--- src/rtl/spi_sclk_engine.sv ---
// SPI master clock engine: SCLK, chip select and per-bit launch/capture strobes for one framed transfer.
// Optional chip-select hold between words is enabled by defining SPI_SCLK_CS_HOLD_EN.
module spi_sclk_engine #(
  parameter int DIV_WIDTH = 8,
  parameter int MAX_BITS  = 32,
  parameter int BW        = $clog2(MAX_BITS)
) (
  input  logic                 clk,
  input  logic                 rst,
  input  logic                 cfg_cpol,
  input  logic                 cfg_cpha,
  input  logic [DIV_WIDTH-1:0] cfg_div,
  input  logic [BW-1:0]        cfg_nbits,
`ifdef SPI_SCLK_CS_HOLD_EN
  input  logic                 cs_hold,
`endif
  input  logic                 start,
  output logic                 busy,
  output logic                 done,
  output logic                 sclk,
  output logic                 cs_n,
  output logic                 shift_en,
  output logic                 sample_en,
  output logic [BW-1:0]        bit_idx
);

  typedef enum logic [2:0] {
    S_IDLE,
    S_LEAD,
    S_RUN,
    S_LAG
`ifdef SPI_SCLK_CS_HOLD_EN
    , S_HOLD
`endif
  } state_t;

  state_t               state_q, state_d;
  logic [DIV_WIDTH-1:0] cnt_q, cnt_d;
  logic [BW:0]          edge_q, edge_d;
  logic                 cpol_q, cpol_d;
  logic                 cpha_q, cpha_d;
  logic [DIV_WIDTH-1:0] div_q, div_d;
  logic [BW-1:0]        nbits_q, nbits_d;
`ifdef SPI_SCLK_CS_HOLD_EN
  logic                 hold_q, hold_d;
`endif

  logic          sclk_d, cs_n_d, busy_d, done_d, shift_d, sample_d;
  logic [BW-1:0] bit_idx_d;
  logic          accept;
  logic          expire;
  logic          leading;
  logic          last_edge;

  // edge_q counts edges already produced, so it never has to hold 2N itself
  assign expire    = (cnt_q == '0);
  assign leading   = ~edge_q[0];
  assign last_edge = (edge_q == {nbits_q, 1'b1});

  always_comb begin
    state_d   = state_q;
    cnt_d     = cnt_q;
    edge_d    = edge_q;
    cpol_d    = cpol_q;
    cpha_d    = cpha_q;
    div_d     = div_q;
    nbits_d   = nbits_q;
`ifdef SPI_SCLK_CS_HOLD_EN
    hold_d    = hold_q;
`endif
    sclk_d    = sclk;
    cs_n_d    = cs_n;
    busy_d    = busy;
    done_d    = 1'b0;
    shift_d   = 1'b0;
    sample_d  = 1'b0;
    bit_idx_d = bit_idx;
    accept    = 1'b0;

    case (state_q)
      S_IDLE: begin
        sclk_d = cfg_cpol;
        cs_n_d = 1'b1;
        busy_d = 1'b0;
        accept = start;
      end

      S_LEAD, S_RUN: begin
        if (expire) begin
          sclk_d = ~sclk;
          cnt_d  = div_q;
          edge_d = edge_q + 1'b1;
          state_d = S_RUN;
          if (!cpha_q) begin
            sample_d = leading;
            shift_d  = ~leading & ~last_edge;
          end else begin
            shift_d  = leading;
            sample_d = ~leading;
          end
          // with CPHA=1 the launch on edge 1 is the first bit, so it keeps N-1
          if (shift_d && !(cpha_q && edge_q == '0) && bit_idx != '0)
            bit_idx_d = bit_idx - 1'b1;
          if (last_edge) begin
            edge_d  = '0;
            state_d = S_LAG;
`ifdef SPI_SCLK_CS_HOLD_EN
            if (hold_q) begin
              state_d = S_HOLD;
              busy_d  = 1'b0;
              done_d  = 1'b1;
            end
`endif
          end
        end else begin
          cnt_d = cnt_q - 1'b1;
        end
      end

      S_LAG: begin
        if (expire) begin
          state_d = S_IDLE;
          cs_n_d  = 1'b1;
          busy_d  = 1'b0;
          done_d  = 1'b1;
          sclk_d  = cpol_q;
        end else begin
          cnt_d = cnt_q - 1'b1;
        end
      end

`ifdef SPI_SCLK_CS_HOLD_EN
      S_HOLD: begin
        cs_n_d = 1'b0;
        busy_d = 1'b0;
        accept = start;
      end
`endif

      default: begin
        state_d = S_IDLE;
        cs_n_d  = 1'b1;
        busy_d  = 1'b0;
      end
    endcase

    if (accept) begin
      cpol_d    = cfg_cpol;
      cpha_d    = cfg_cpha;
      div_d     = cfg_div;
      nbits_d   = cfg_nbits;
`ifdef SPI_SCLK_CS_HOLD_EN
      hold_d    = cs_hold;
`endif
      state_d   = S_LEAD;
      cnt_d     = cfg_div;
      edge_d    = '0;
      sclk_d    = cfg_cpol;
      cs_n_d    = 1'b0;
      busy_d    = 1'b1;
      bit_idx_d = cfg_nbits;
      shift_d   = ~cfg_cpha;
    end
  end

  always_ff @(posedge clk) begin
    if (rst) begin
      state_q   <= S_IDLE;
      cnt_q     <= '0;
      edge_q    <= '0;
      cpol_q    <= 1'b0;
      cpha_q    <= 1'b0;
      div_q     <= '0;
      nbits_q   <= '0;
`ifdef SPI_SCLK_CS_HOLD_EN
      hold_q    <= 1'b0;
`endif
      sclk      <= 1'b0;
      cs_n      <= 1'b1;
      busy      <= 1'b0;
      done      <= 1'b0;
      shift_en  <= 1'b0;
      sample_en <= 1'b0;
      bit_idx   <= '0;
    end else begin
      state_q   <= state_d;
      cnt_q     <= cnt_d;
      edge_q    <= edge_d;
      cpol_q    <= cpol_d;
      cpha_q    <= cpha_d;
      div_q     <= div_d;
      nbits_q   <= nbits_d;
`ifdef SPI_SCLK_CS_HOLD_EN
      hold_q    <= hold_d;
`endif
      sclk      <= sclk_d;
      cs_n      <= cs_n_d;
      busy      <= busy_d;
      done      <= done_d;
      shift_en  <= shift_d;
      sample_en <= sample_d;
      bit_idx   <= bit_idx_d;
    end
  end

endmodule

--- config.mk ---
export PLATFORM = sky130hd
export DESIGN_NAME = spi_sclk_engine
export DESIGN_NICKNAME = d
export VERILOG_FILES = /design/src/rtl/spi_sclk_engine.sv
export SDC_FILE = /design/constraint.sdc
export NUM_CORES = 1
export LEC_CHECK = 0
export CORE_ASPECT_RATIO = 1.75
export CORE_UTILIZATION = 50
export DETAILED_ROUTE_END_ITERATION = 16
export GPL_TIMING_DRIVEN = 0
export PLACE_DENSITY = 0.73
export SLEW_MARGIN = 15
export SYNTH_ARGS = -nofsm -noshare
export SYNTH_HDL_FRONTEND = slang
export SYNTH_SLANG_ARGS = --single-unit
--- constraint.sdc ---
create_clock -name clk -period 2.8 [get_ports clk]
set_input_delay 0.56 -clock clk [delete_from_list [all_inputs] [get_ports clk]]
set_output_delay 0.56 -clock clk [all_outputs]
set_load 0.05 [all_outputs]
**Word-level counts from Yosys, hierarchy flattened**

Index checks and enable logic that the tools add are counted.

- Memories: 0
- Memory bits (writable): 0
- Input bits: 18
- ROM bits: 0
- Output and inout bits: 11
- Word-level logic and storage cells: 95
- Bits in latches: 0
- Bits in registers: 43

- Bitwise logic cells: 9
- Multipliers: 0
- Reduce and logical (&&, ||, !) cells: 24
- Order comparisons: 0
- Muxes and demuxes: 33
- Equality and inequality tests: 11
- Divide/modulo/power cells: 0
- Shift-type cells: 0
- Add/sub/neg operators: 3

Operators by type and width:

| kind | number |
|---|---|
| 8-bit two-way mux | 3 |
| 5-bit two-way mux | 4 |
| 1-bit two-way mux | 18 |
| 8-bit case mux with 2 select lines | 1 |
| 3-bit AND reduction | 4 |
| 3-bit != test (second input constant) | 3 |
| 3-bit case mux with 3 select lines | 1 |
| 8-bit logical NOT | 1 |
| 2-bit != test (second input constant) | 4 |
| 1-bit inverter | 8 |
| 8-bit by 1-bit subtractor with 8-bit output (second input constant) | 1 |
| 6-bit by 1-bit adder with 6-bit output (second input constant) | 1 |
| 3-bit by 2-bit == test with 1-bit output (second input constant) | 2 |
| 6-bit == test | 1 |
| 6-bit logical NOT | 1 |
| 3-bit two-way mux | 2 |
| 6-bit two-way mux | 1 |
| 2-bit AND reduction | 3 |
| 2-bit nonzero test | 3 |
| 2-bit OR reduction | 3 |
| 5-bit nonzero test | 1 |
| 5-bit by 1-bit subtractor with 5-bit output (second input constant) | 1 |
| 1-bit case mux with 2 select lines | 2 |
| 4-bit nonzero test | 1 |
| other kinds (8) | 10 |

**Depth between registers and ports, before layout**

Gate-level depths: netlist of the first run.

- Word-level depth: 12
- Mapped depth: 9
- Depth with buffers taken out: 7

**Worst setup path before layout of the first run**

No wires, ideal clock.

- Kind: reg-to-reg
- From: reg cnt_q[0]
- To: reg bit_idx[3]
- Library setup time: 124 ps
- Slack: 783 ps
- Data required time: 2676 ps
- Buffers on the path: 1
- Cell stages (with the launch flop): 9
- Period minus slack after synthesis: 2017 ps
- Arrival: 1894 ps
- Cell sequence: dfxtp_1 -> inv_1 -> ha_1 -> nor3b_1 -> buf_2 -> nand3_4 -> or3_4 -> nor4b_2 -> nor3_1

- Longest elaborated chain between the ends: 3

RTL lines:

| what | line | source |
|---|---|---|
| start, declared | 38 | `logic [DIV_WIDTH-1:0] cnt_q, cnt_d;` |
| start signal, assigned | 187 | `cnt_q <= cnt_d;` |
| 8-bit logical NOT | 56 | `assign expire = (cnt_q == '0);` |
| 2-bit nonzero test (no line) | -- |  |
| 3-bit AND reduction (no line) | -- |  |
| end signal, assigned | 202 | `bit_idx <= bit_idx_d;` |
| end, declared | 24 | `output logic [BW-1:0] bit_idx` |

No other way between the ends.
A chain may end at the register's enable or synchronous reset.

**Worst setup path in the final report of the first run**

- From: in start
- To: reg div_q[4]

- Longest elaborated chain between the ends: 1

RTL lines:

| what | line | source |
|---|---|---|
| start, declared | 17 | `input logic start,` |
| 1-bit two-way mux | 80 | `case (state_q)` |
| end signal, assigned | 191 | `div_q <= div_d;` |
| end, declared | 42 | `logic [DIV_WIDTH-1:0] div_q, div_d;` |

No other way between the ends.

==> impl_metrics.csv, run 1 <==
group,metric,value,unit
power_and_ir_drop,power_switching,0.674,mW
timing,final_min_period_over_clock_period,92.8,%
logic_synthesis,synth-seq-cells,42,
logic_synthesis,synth_edf_count,0,
run,cap_viol_max_count,0,
final_layout,layout.nets,355,
detailed_routing,total_via_count_after_detailed_routing,2250,
worst_setup_path,timing.critical_path.to,"div_q[4]$_SDFFE_PP0P_",
detailed_routing,drt-wirelength-per-cell,16.2,µm
detailed_routing,detailroute.wirelength.met2,3.29,mm
floorplan,die_area,4990,µm²
timing,relSlewSlack,56.0,%
worst_setup_path,critPathRequiredTime,3.03,ns
worst_hold_path,hold_path_startpoint,"div_q[5]$_SDFFE_PP0P_",
placed_design,gp_congestion,0.904,
power_and_ir_drop,ir_drop,0.000417,V
final_layout,n_fill_cell,433,
timing,worst_pin_slew,0.655,ns
grt,wire_length_of_the_first_global_routing_pass,9.89,mm
final_layout,layout_common_cells,"42 x nand2_1, 42 x dfxtp_1, 34 x a21oi_1",
detailed_routing,drt_pre_antenna_iters,5,
detailed_routing,drt_first_iter_violations,76,
detailed_routing,wl_met3,197,µm
placed_design,port_buffers,28,
worst_setup_path,path_max_fanout,10,
detailed_routing,wl_met1,2.42,mm
final_layout,finalNonFillerCells,378,
worst_setup_path,critical_path.reg2reg.endpoint,"div_q[4]$_SDFFE_PP0P_",
logic_synthesis,synth.top_cells.by_area,"dfxtp_1 36%, a21oi_1 7.2%, nand2_1 6.7%",
timing,setup-violations-final,0,
worst_setup_path,setup_cp_type,"in2reg",
timing,final.min_clock_period,2.60,ns
floorplan,floorplan.rows,32,
grt,overall_global_routing_usage,27.2,%
worst_hold_path,min_delay_worst_type,"reg2reg",
worst_setup_path,critical_path.endpoint_type,"flip-flop",
logic_synthesis,netlist_instances,293,
grt,largest_net_degree_at_the_start_of_global_routing,12,
detailed_routing,top_layer_used,"met4",
floorplan,floorplan.die.height,92.7,µm
logic_synthesis,synth_ff_type,"dfxtp_1",
floorplan,io_pins,29,
timing,unrepaired_setup_endpoints_after_global_routing,"no",
final_layout,syn2layout_area_growth,18.1,%
power_and_ir_drop,p_int,1.13,mW
clock_tree,clk_sinks,42,
worst_setup_path,worst-r2r-cell-count,8,
floorplan,initial_core_util,52.9,%
power_and_ir_drop,power.switching_fraction,37.4,%
grt,initial_antenna_violation_count,0,
final_layout,layout-drive-gt1-share,6.12,%
detailed_routing,drc,0,
logic_synthesis,asyncSetResetFlopFracSynth,0,%
worst_setup_path,crit_arrival,2.82,ns
clock_tree,worst_skew_pair.late_latency,0.30,ns
final_layout,num_antenna_cells,0,
status,outcome,"finished clean",
worst_setup_path,timing.critical_path.cells,"clkdlybuf4s50_1 > and2_1 > clkbuf_1 > clkbuf_1 > clkbuf_1 > nand2_1 > a21oi_1",
clock_tree,cts_root_buffer,"clkbuf_8",
floorplan,design.core.area,4440,µm²
clock_tree,resized_after_cts,0,
timing,timing_max_transition_violations_final,0,
worst_setup_path,timing_startpoint_of_the_critical_path,"start",
power_and_ir_drop,combinationalPowerShare,38.0,%
timing,hold_viol_final,0,
worst_setup_path,r2r_setup_slack,0.29,ns
power_and_ir_drop,leakage,1.01,nW
timing,clock-skew-final,0.00609,ns
worst_setup_path,worst_path_largest_cell_delay,0.50,ns
clock_tree,cts_max_path_buffers,2,
floorplan,die_width,53.8,µm
final_layout,utilization,62.5,%
detailed_routing,detail_route.vias_per_cell,5.95,
logic_synthesis,synth_largest_type_area_fraction,35.8,%
logic_synthesis,synth_area_leader_cell,"dfxtp_1",
power_and_ir_drop,power,1.80,mW
worst_setup_path,crit_path_frequent_cell,"clkbuf_1",
logic_synthesis,yosys_warnings,0,
worst_setup_path,r2r_start,"state_q[0]$_SDFFE_PP0P_",
clock_tree,tritoncts.num_buffers,5,
logic_synthesis,synth_nets,320,
detailed_routing,ant_nets,0,
detailed_routing,totalWireLength,6.11,mm
worst_setup_path,worst_path_max_delay_cell,"clkbuf_1",
clock_tree,cts_post_setup_buffers_inserted,0,
timing,max_freq,385,MHz
logic_synthesis,synthesis.area,2350,µm²
timing,fin_tns_setup,0,ns
grt,via_count_of_the_first_global_routing_pass,2152,
logic_synthesis,synth.avg_cell_area,8.02,µm²
placed_design,detailed_place_hpwl,4.54,mm
placed_design,placedCellCount,372,
logic_synthesis,synth.lib_cells_used.distinct,56,
clock_tree,htree_levels,2,
grt,global_route.overflow_total,0,
power_and_ir_drop,register_share_of_total_power,40.2,%
clock_tree,postCtsHoldBufs,0,
power_and_ir_drop,proportion_of_power_drawn_by_the_clock_network,21.8,%
worst_setup_path,setup.worst_path.start_class,"input pin",
logic_synthesis,seq_total_area_yosys,35.8,%
clock_tree,cts_tree,"yes",
power_and_ir_drop,power.density,648,nW/µm²
clock_tree,clk_pin_slew_worst_paths,0.07,ns
## worst max-delay path: cells and delay by family
| family | cells | cell delay [ns] |
|---|---|---|
| buffers and inverters | 4 | 1.87 |
| AND/OR/NAND/NOR | 2 | 0.25 |
| AO/OA/AOI/OAI | 1 | 0.13 |
## area by class of cell
class / instances / area (µm²) / share of cell area, %
flip-flops and latches: 42 / 841 / 30.3
multi-input cells: 222 / 1390 / 50.1
clock buffers: 6 / 82.6 / 2.97
repair buffers: 28 / 280 / 10.1
inverters: 12 / 45.0 / 1.62
plain buffers: 17 / 72.6 / 2.61
well taps: 51 / 63.8 / 2.30
## cell usage after synthesis, types with 2 or more instances
library cell,n
nand2_1,42
mux2_2,2
o211ai_1,3
ha_1,9
a211oi_1,4
xnor2_1,3
nand3_1,9
xor2_1,8
inv_1,12
a21oi_1,34
o31ai_1,2
nand4b_1,2
nor3b_1,7
nand2b_1,5
a311oi_1,2
nor3_1,13
mux2i_1,4
nor2_1,22
a2111oi_0,2
clkbuf_1,13
dfxtp_1,42
o21ai_0,9
a31oi_1,7
buf_1,2
and2_1,3
and3_1,2
## power groups by stage
stage	clock network [mW]	registers, mW	logic [mW]
floorplan	0	0.784	0.441
global placement	0	0.734	0.671
detailed placement	0	0.736	0.677
CTS	0.401	0.723	0.681
global route	0.429	0.732	0.739
finish	0.392	0.723	0.684
## state kept, by name, summed over array words and instances, names as in the netlist, 2 cells and up
signal / cells
cnt_q: 8
div_q: 8
edge_q: 6
bit_idx: 5
nbits_q: 5
state_q: 2
## through the flow
| stage | hold slack, ns | setup WS [ns] | cell area [µm²] |
|---|---|---|---|
| floorplan | 0.432 | 0.783 | 2350 |
| global placement | 0.438 | 0.0103 | 2700 |
| detailed placement | 0.448 | 0.00703 | 2700 |
| CTS | 0.459 | 0.314 | 2780 |
| global route | 0.485 | 0.0766 | 2780 |
| finish | 0.461 | 0.202 | 2780 |
## per-layer routing
metal / up-vias / global-route usage (%)
met5: - / 0
met4: 0 / 13.4
met3: 16 / 4.93
met2: 65 / 48.7
met1: 1067 / 28.4
li1: 1102 / -
## cells by family (layout without fill, tap and decap cells)
family / after synthesis / after routing / share of synthesized area [%]
AOI/OAI and AO/OA: 73 / 73 / 19.1
xor gates and xnor gates: 11 / 11 / 4.10
adders and majority gates: 9 / 9 / 4.79
muxes: 6 / 6 / 2.66
buffers and inverters: 29 / 63 / 5.00
DFF: 42 / 42 / 35.8
and+or+nand+nor: 123 / 123 / 28.6
## worst min path at each step
stage,to,cells after the start
2_1_floorplan,div_q[5]$_SDFFE_PP0P_,2
3_3_place_gp,div_q[3]$_SDFFE_PP0P_,2
3_5_place_dp,div_q[1]$_SDFFE_PP0P_,2
4_1_cts,div_q[1]$_SDFFE_PP0P_,2
5_1_grt,div_q[7]$_SDFFE_PP0P_,2
6_report,div_q[5]$_SDFFE_PP0P_,2
Power figures use the tool's default switching activity.
==> run 2, diff against run 1 <==
Settings changed: ABC_CLOCK_PERIOD_IN_PS set to 2800.
==> results of run 2 <==
Same layout as run 1: the final DEF is identical, and so are final timing and power.
